===== config.mk =====
export PLATFORM = sky130hd
export DESIGN_NAME = mdu_issue_ctrl
export DESIGN_NICKNAME = d
export VERILOG_FILES = /design/src/rtl/mdu_issue_ctrl.sv
export SDC_FILE = /design/constraint.sdc
export NUM_CORES = 1
export LEC_CHECK = 0
export ABC_AREA = 0
export BUFFER_PORTS_ARGS = -buffer_cell sky130_fd_sc_hd__buf_2
export CORE_AREA = 4 4 108 59
export CTS_CLUSTER_SIZE = 28
export DETAILED_ROUTE_END_ITERATION = 6
export DIE_AREA = 0 0 112 63
export PLACE_DENSITY = 0.56
export SYNTH_ARGS = -nofsm -noshare
export SYNTH_HDL_FRONTEND = slang
export SYNTH_SLANG_ARGS = --single-unit

===== constraint.sdc =====
create_clock -name clk -period 1.77 [get_ports clk]
set_input_delay 0.0885 -clock clk [delete_from_list [all_inputs] [get_ports clk]]
set_output_delay 0.0885 -clock clk [all_outputs]
set_load 0.02 [all_outputs]

===== src/rtl/mdu_issue_ctrl.sv =====
// Issue control between the E stage and a multi-cycle multiply/divide unit.
// Produces the start pulse, stalls D while the unit is engaged and flags Busy protocol errors.
module mdu_issue_ctrl #(
    parameter int MU_CYCLE    = 5,
    parameter int D_CYCLE     = 10,
    parameter int ACK_TIMEOUT = 2
) (
    input  logic        clk,
    input  logic        reset,
    input  logic        e_valid,
    input  logic        e_hold,
    input  logic [3:0]  e_op,
    input  logic        d_md,
    input  logic        int_req,
    input  logic        mdu_busy,
    output logic        mdu_start,
    output logic [3:0]  mdu_op,
    output logic        stall_d,
    output logic [1:0]  rd_sel,
    output logic        proto_err,
    output logic [15:0] stall_cnt
);

    localparam int MAXC = (MU_CYCLE > D_CYCLE) ? MU_CYCLE : D_CYCLE;
    localparam int CW   = $clog2(MAXC + 2);
    localparam int TW   = (ACK_TIMEOUT < 1) ? 1 : $clog2(ACK_TIMEOUT + 1);
    localparam logic [TW-1:0] TO_LAST = TW'(ACK_TIMEOUT - 1);

    typedef enum logic [1:0] {IDLE, WAIT_ACK, RUN} state_t;

    state_t        state, state_n;
    logic          issued;
    logic          go;
    logic          op_arith, op_mul, op_mdu;
    logic [TW-1:0] to_cnt;
    logic [CW-1:0] run_cnt, len_q;
    logic          err_set, to_inc, run_set1, run_inc;

    // A held instruction may only issue once; int_req kills the issue outright.
    assign go       = e_valid & ~int_req & (~e_hold | ~issued);
    assign op_arith = (e_op >= 4'd1) && (e_op <= 4'd4);
    assign op_mul   = (e_op == 4'd1) || (e_op == 4'd2);
    assign op_mdu   = (e_op >= 4'd1) && (e_op <= 4'd6);

    assign mdu_start = ~reset & go & op_arith & (state == IDLE);
    assign mdu_op    = (~reset & go & op_mdu) ? e_op : 4'd0;
    assign stall_d   = d_md & (mdu_start | mdu_busy | (state != IDLE));

    always_comb begin
        rd_sel = 2'd0;
        if (e_valid && e_op == 4'd7) rd_sel = 2'd1;
        else if (e_valid && e_op == 4'd8) rd_sel = 2'd2;
    end

    always_comb begin
        state_n  = state;
        err_set  = 1'b0;
        to_inc   = 1'b0;
        run_set1 = 1'b0;
        run_inc  = 1'b0;
        case (state)
            IDLE: begin
                if (mdu_start) state_n = WAIT_ACK;
            end
            WAIT_ACK: begin
                if (mdu_busy) begin
                    state_n  = RUN;
                    run_set1 = 1'b1;
                end else if (to_cnt == TO_LAST) begin
                    err_set = 1'b1;
                    state_n = IDLE;
                end else begin
                    to_inc = 1'b1;
                end
            end
            RUN: begin
                if (mdu_busy) begin
                    run_inc = 1'b1;
                end else begin
                    state_n = IDLE;
                    err_set = (run_cnt != len_q);
                end
            end
            default: state_n = IDLE;
        endcase
    end

    always_ff @(posedge clk) begin
        if (reset) begin
            state     <= IDLE;
            issued    <= 1'b0;
            proto_err <= 1'b0;
            stall_cnt <= 16'd0;
            to_cnt    <= '0;
            run_cnt   <= '0;
            len_q     <= '0;
        end else begin
            state <= state_n;
            if (go) issued <= 1'b1;
            else if (!e_hold) issued <= 1'b0;
            if (stall_d && stall_cnt != 16'hFFFF) stall_cnt <= stall_cnt + 16'd1;
            if (err_set) proto_err <= 1'b1;
            if (mdu_start) begin
                len_q   <= op_mul ? CW'(MU_CYCLE) : CW'(D_CYCLE);
                to_cnt  <= '0;
                run_cnt <= '0;
            end else begin
                if (to_inc) to_cnt <= to_cnt + TW'(1);
                // Saturate so an overlong Busy cannot wrap back to the expected length.
                if (run_set1) run_cnt <= CW'(1);
                else if (run_inc && run_cnt != '1) run_cnt <= run_cnt + CW'(1);
            end
        end
    end

endmodule


==> flow_summary.html <==
<table>
<tr><th>Metric</th><th>Value</th></tr>
<tr><th colspan="2">Power</th></tr>
<tr><td>Internal power</td><td>0.000855 W</td></tr>
<tr><td>Total power</td><td>0.00115 W</td></tr>
<tr><td>Switching power share of the total</td><td>25.6%</td></tr>
<tr><td>Pwr dens</td><td>509 nW/um^2</td></tr>
<tr><td>Power share of the clock group</td><td>30.6%</td></tr>
<tr><td>Largest vdd supply drop</td><td>0.000314 V</td></tr>
<tr><td>Psw</td><td>0.000294 W</td></tr>
<tr><td>Portion of total power attributed to combinational logic</td><td>13.6%</td></tr>
<tr><td>Static Leak</td><td>0.915 nW</td></tr>
<tr><td>Sequential group share of total power</td><td>55.8%</td></tr>
<tr><th colspan="2">Finish</th></tr>
<tr><td>Area delta synth-&gt;final</td><td>42.1%</td></tr>
<tr><td>Final antenna diode count</td><td>0</td></tr>
<tr><td>Number of filler cells placed in the layout</td><td>521</td></tr>
<tr><td>Area taken by flip-flops and latches</td><td>577 sq um</td></tr>
<tr><td>Post-route insts no fill</td><td>318</td></tr>
<tr><td>Post-layout nets</td><td>264</td></tr>
<tr><td>Multi-input gate area</td><td>1110 sq um</td></tr>
<tr><td>Layout cells sized above 1</td><td>40.0%</td></tr>
<tr><th colspan="2">Critical path</th></tr>
<tr><td>Critical-path top delay cell</td><td>sky130_fd_sc_hd__or4_4</td></tr>
<tr><td>Critical-path cell list</td><td>nand4_4, or4_4, nor4b_2, xnor2_1, nor2_1</td></tr>
<tr><td>Worst setup startpoint</td><td>stall_cnt[5]</td></tr>
<tr><td>Endpoint arrival time on the critical path</td><td>1.87 ns</td></tr>
<tr><td>Worst setup path class</td><td>flip-flop to flip-flop</td></tr>
<tr><td>Required time at the endpoint of the critical path</td><td>1.94 ns</td></tr>
<tr><td>CP endpoint</td><td>stall_cnt[9]</td></tr>
<tr><td>R2R Path End</td><td>stall_cnt[9]</td></tr>
<tr><td>Kind of capture point of the worst setup path</td><td>flip-flop</td></tr>
<tr><td>Worst reg-to-reg path cell count</td><td>5</td></tr>
<tr><td>RR Startpoint</td><td>stall_cnt[5]</td></tr>
<tr><td>Largest stage delay on the critical path</td><td>0.58 ns</td></tr>
<tr><td>Startpoint Class</td><td>flip-flop</td></tr>
<tr><td>Maximum fanout along the worst path</td><td>4</td></tr>
<tr><td>Setup slack of the worst register-to-register path</td><td>0.06 ns</td></tr>
<tr><th colspan="2">Die</th></tr>
<tr><td>Core Footprint</td><td>5350 sq um</td></tr>
<tr><td>Starting Density</td><td>29.7%</td></tr>
<tr><td>Cell row count</td><td>19</td></tr>
<tr><td>DIE HEIGHT</td><td>63 um</td></tr>
<tr><td>I/O pin total</td><td>36</td></tr>
<tr><td>Die extent in x</td><td>112 um</td></tr>
<tr><td>Die Outline Area</td><td>7060 sq um</td></tr>
<tr><th colspan="2">STA</th></tr>
<tr><td>Worst Slack Setup Final</td><td>0.0641 ns</td></tr>
<tr><td>Smallest hold slack</td><td>0.0990 ns</td></tr>
<tr><td>Setup repair after global routing missed its margin</td><td>yes</td></tr>
<tr><td>Final Setup Violations</td><td>0</td></tr>
<tr><td>Final min period</td><td>1.71 ns</td></tr>
<tr><td>Final Hold Viols</td><td>0</td></tr>
<tr><td>Aggregate negative setup slack</td><td>0 ns</td></tr>
<tr><td>F_max</td><td>586 MHz</td></tr>
<tr><td>Final number of max-transition violations</td><td>0</td></tr>
<tr><td>Worst clock skew on the final layout</td><td>0.00467 ns</td></tr>
<tr><td>Post-route fraction of the period consumed by the critical path</td><td>96.4%</td></tr>
<tr><th colspan="2">Logic synthesis</th></tr>
<tr><td>Net count of the mapped netlist</td><td>199</td></tr>
<tr><td>Area share of the largest cell type after synthesis</td><td>35.3%</td></tr>
<tr><td>Complex-gate fraction of the synthesized area</td><td>10.6%</td></tr>
<tr><td>Number of flip-flops and latches in the synthesized netlist</td><td>28</td></tr>
<tr><td>Synth Area in XOR/XNOR</td><td>9.93%</td></tr>
<tr><td>Main combinational cell family by area after synthesis</td><td>simple AND/OR/NAND/NOR gates</td></tr>
<tr><td>Average footprint of a synthesized cell</td><td>8.72 sq um</td></tr>
<tr><td>Ys flop type</td><td>sky130_fd_sc_hd__dfxtp_1</td></tr>
<tr><td>Mux cell area share after synthesis</td><td>1.26%</td></tr>
<tr><td>Total of warnings raised by yosys</td><td>0</td></tr>
<tr><td>Distinct cell type count of the synthesized netlist</td><td>41</td></tr>
<tr><td>Proportion of synthesized chip area in sequential cells</td><td>35.3%</td></tr>
<tr><td>Simple logic cell fraction of the synthesized area</td><td>34.1%</td></tr>
<tr><td>Async set or reset register ratio after synthesis</td><td>0%</td></tr>
<tr><td>Cells after synthesis</td><td>182</td></tr>
<tr><td>Top cells by area, synth</td><td>sky130_fd_sc_hd__dfxtp_1 (35%), sky130_fd_sc_hd__xnor2_1 (8.8%), sky130_fd_sc_hd__nor2_1 (6.1%)</td></tr>
<tr><td>Adder-cell area share of the yosys netlist</td><td>4.73%</td></tr>
<tr><td>Cell type contributing the most total cell area after synthesis</td><td>sky130_fd_sc_hd__dfxtp_1</td></tr>
<tr><td>EDFF count, synth</td><td>0</td></tr>
<tr><td>Post-synthesis instance area</td><td>1590 sq um</td></tr>
<tr><th colspan="2">GRT</th></tr>
<tr><td>Initial antenna violation count</td><td>0</td></tr>
<tr><td>Overall global routing resource usage</td><td>10.6%</td></tr>
<tr><td>Number of global-route vias before repair</td><td>1480</td></tr>
<tr><td>Grt total ovfl</td><td>0</td></tr>
<tr><td>Pin count of the biggest net entering global routing</td><td>25</td></tr>
<tr><td>Global-route wire length before repair</td><td>6.32 mm</td></tr>
<tr><th colspan="2">Clocking</th></tr>
<tr><td>TritonCTS Buffers</td><td>3</td></tr>
<tr><td>Maximum buffer depth of the clock tree</td><td>2</td></tr>
<tr><td>Clk pin slew, worst setup/hold paths</td><td>0.10 ns</td></tr>
<tr><td>Hold buffer count at CTS</td><td>0</td></tr>
<tr><td>Clock tree from TritonCTS</td><td>done</td></tr>
<tr><td>CTS H-tree lvls</td><td>1</td></tr>
<tr><td>Clk root buf</td><td>sky130_fd_sc_hd__clkbuf_8</td></tr>
<tr><td>Clock network latency to the later pin of the worst-skew pair</td><td>0.27 ns</td></tr>
<tr><td>Clock sinks</td><td>28</td></tr>
<tr><th colspan="2">Run status</th></tr>
<tr><td>Result of the run</td><td>finished, final reports clean</td></tr>
<tr><th colspan="2">Detailed routing</th></tr>
<tr><td>Number of vias after detailed routing</td><td>1497</td></tr>
<tr><td>Remaining antenna violation count</td><td>0</td></tr>
<tr><td>Number of detailed-route iterations in the first pass</td><td>4</td></tr>
<tr><td>Number of DRC violations after detailed routing</td><td>0</td></tr>
<tr><td>Number of vias per cell</td><td>4.71</td></tr>
<tr><td>Average wire length per cell after detail routing</td><td>13.0 um</td></tr>
<tr><td>Wirelength, routed</td><td>4.14 mm</td></tr>
<tr><td>Initial DRC Count</td><td>33</td></tr>
<tr><th colspan="2">Placement</th></tr>
<tr><td>Final HPWL DP</td><td>2.81 mm</td></tr>
<tr><td>Final weighted congestion of routability-driven global placement</td><td>0.765</td></tr>
<tr><td>Instance count after placement with tap cells included</td><td>310</td></tr>
<tr><td>Number of buffers added on ports</td><td>34</td></tr>
<tr><td>DP Worst Slack</td><td>0.0161 ns</td></tr>
<tr><th colspan="2">Hold path</th></tr>
<tr><td>Worst min-delay path class</td><td>input pin to flip-flop</td></tr>
<tr><th colspan="2">Job</th></tr>
<tr><td>Max-cap violation count</td><td>0</td></tr>
</table>
[state kept, by name, indices dropped and copies added, names as in the netlist]
signal and cells:
stall_cnt 16, run_cnt 4, len_q 2, state 2, to_cnt 2, issued 1
proto_err 1
[cell type report]
cell class / count / area share [%]
well taps: 73 / 4.05
inverters: 8 / 1.33
clock buffers: 3 / 1.83
repair buffers: 64 / 17.9
flip-flops and latches: 28 / 25.6
multi-input cells: 142 / 49.4
[worst min path at each step]
stage	startpoint	end	slack, ns	cells past startpoint
4_1_cts	e_valid	issued	0.1	3
3_5_place_dp	e_valid	issued	0.39	3
6_report	e_valid	issued	0.1	3
3_3_place_gp	e_valid	issued	0.38	3
2_1_floorplan	reset	state[0]	0.17	1
5_1_grt	e_valid	issued	0.11	3
[cells in the mapped netlist, types with 2 or more instances]
cell                       instances
sky130_fd_sc_hd__xor2_1            2
sky130_fd_sc_hd__or3_1             2
sky130_fd_sc_hd__nor4b_1           2
sky130_fd_sc_hd__nor3b_1           4
sky130_fd_sc_hd__nand3b_1          3
sky130_fd_sc_hd__mux2i_1           2
sky130_fd_sc_hd__inv_1             8
sky130_fd_sc_hd__and3_1            2
sky130_fd_sc_hd__nand3_1          10
sky130_fd_sc_hd__o21ai_0           4
sky130_fd_sc_hd__and2_1            3
sky130_fd_sc_hd__nor4_1            4
sky130_fd_sc_hd__dfxtp_1          28
sky130_fd_sc_hd__nand2_1          11
sky130_fd_sc_hd__nand4_1           3
sky130_fd_sc_hd__nor4_2            2
sky130_fd_sc_hd__a31oi_1           2
sky130_fd_sc_hd__nand2b_1          3
sky130_fd_sc_hd__nor2_1           26
sky130_fd_sc_hd__xnor2_1          16
sky130_fd_sc_hd__ha_1              6
sky130_fd_sc_hd__nor3_1            8
sky130_fd_sc_hd__a21o_1            2
sky130_fd_sc_hd__and4_1            4
sky130_fd_sc_hd__a21oi_1           7
sky130_fd_sc_hd__clkbuf_1          3
[layout by cell type (no fill, tap or decap), drive strengths merged, types with 6 or more instances in the layout]
cell type / count
dfxtp: 28
nand2: 11
inv: 8
buf: 64
ha: 6
xnor2: 16
nor4: 6
nor2: 26
nor3: 8
a21oi: 7
nand3: 10
[layer usage]
layer / up-vias / part of all wire, % / GRT usage [%]
met5: - / 0 / 0
met4: 0 / 1.3 / 3.15
met3: 4 / 2.8 / 2.13
met2: 19 / 49 / 19.6
met1: 696 / 47 / 12.3
li1: 778 / - / -
[power by group through the flow]
stage	Combinational [W]	Sequential, W	Clock [W]
3_3_place_gp	0.000127	0.000656	0
6_report	0.000156	0.000642	0.000351
4_1_cts	0.000131	0.000642	0.000362
3_5_place_dp	0.000128	0.000656	0
5_1_grt	0.000171	0.000643	0.000386
2_1_floorplan	0.0000719	0.000662	0
[stage by stage]
stage,area (sq um),util (%)
after floorplan,1600,-
after global placement,2020,37.8
after detailed placement,2020,37.8
after CTS,2070,38.7
after global routing,2260,42.2
final,2260,42.2
[critical path: cells and delay by family (launching register included)]
kind	cells	cell delay, ns
xor+xnor	1	0.15
flops	1	0.40
simple gates	4	1.05
[timing repair]
item                                    4_1_cts  5_1_grt
endpoints found under the hold margin         0        0
endpoints found under the setup margin        1       12
pin swaps                                     0        5
gates cloned                                  0        1
gates resized for setup                       0       28
buffers inserted                              1        3
[cells by family after synthesis]
logic type      count (synthesis)
simple gates                   93
flops                          28
compound gates                 21
xor+xnor                       18
buf+inv                        13
fa+ha+maj                       6
mux                             2
other cells                     1
Note: power is estimated with default switching activity, not from simulation.
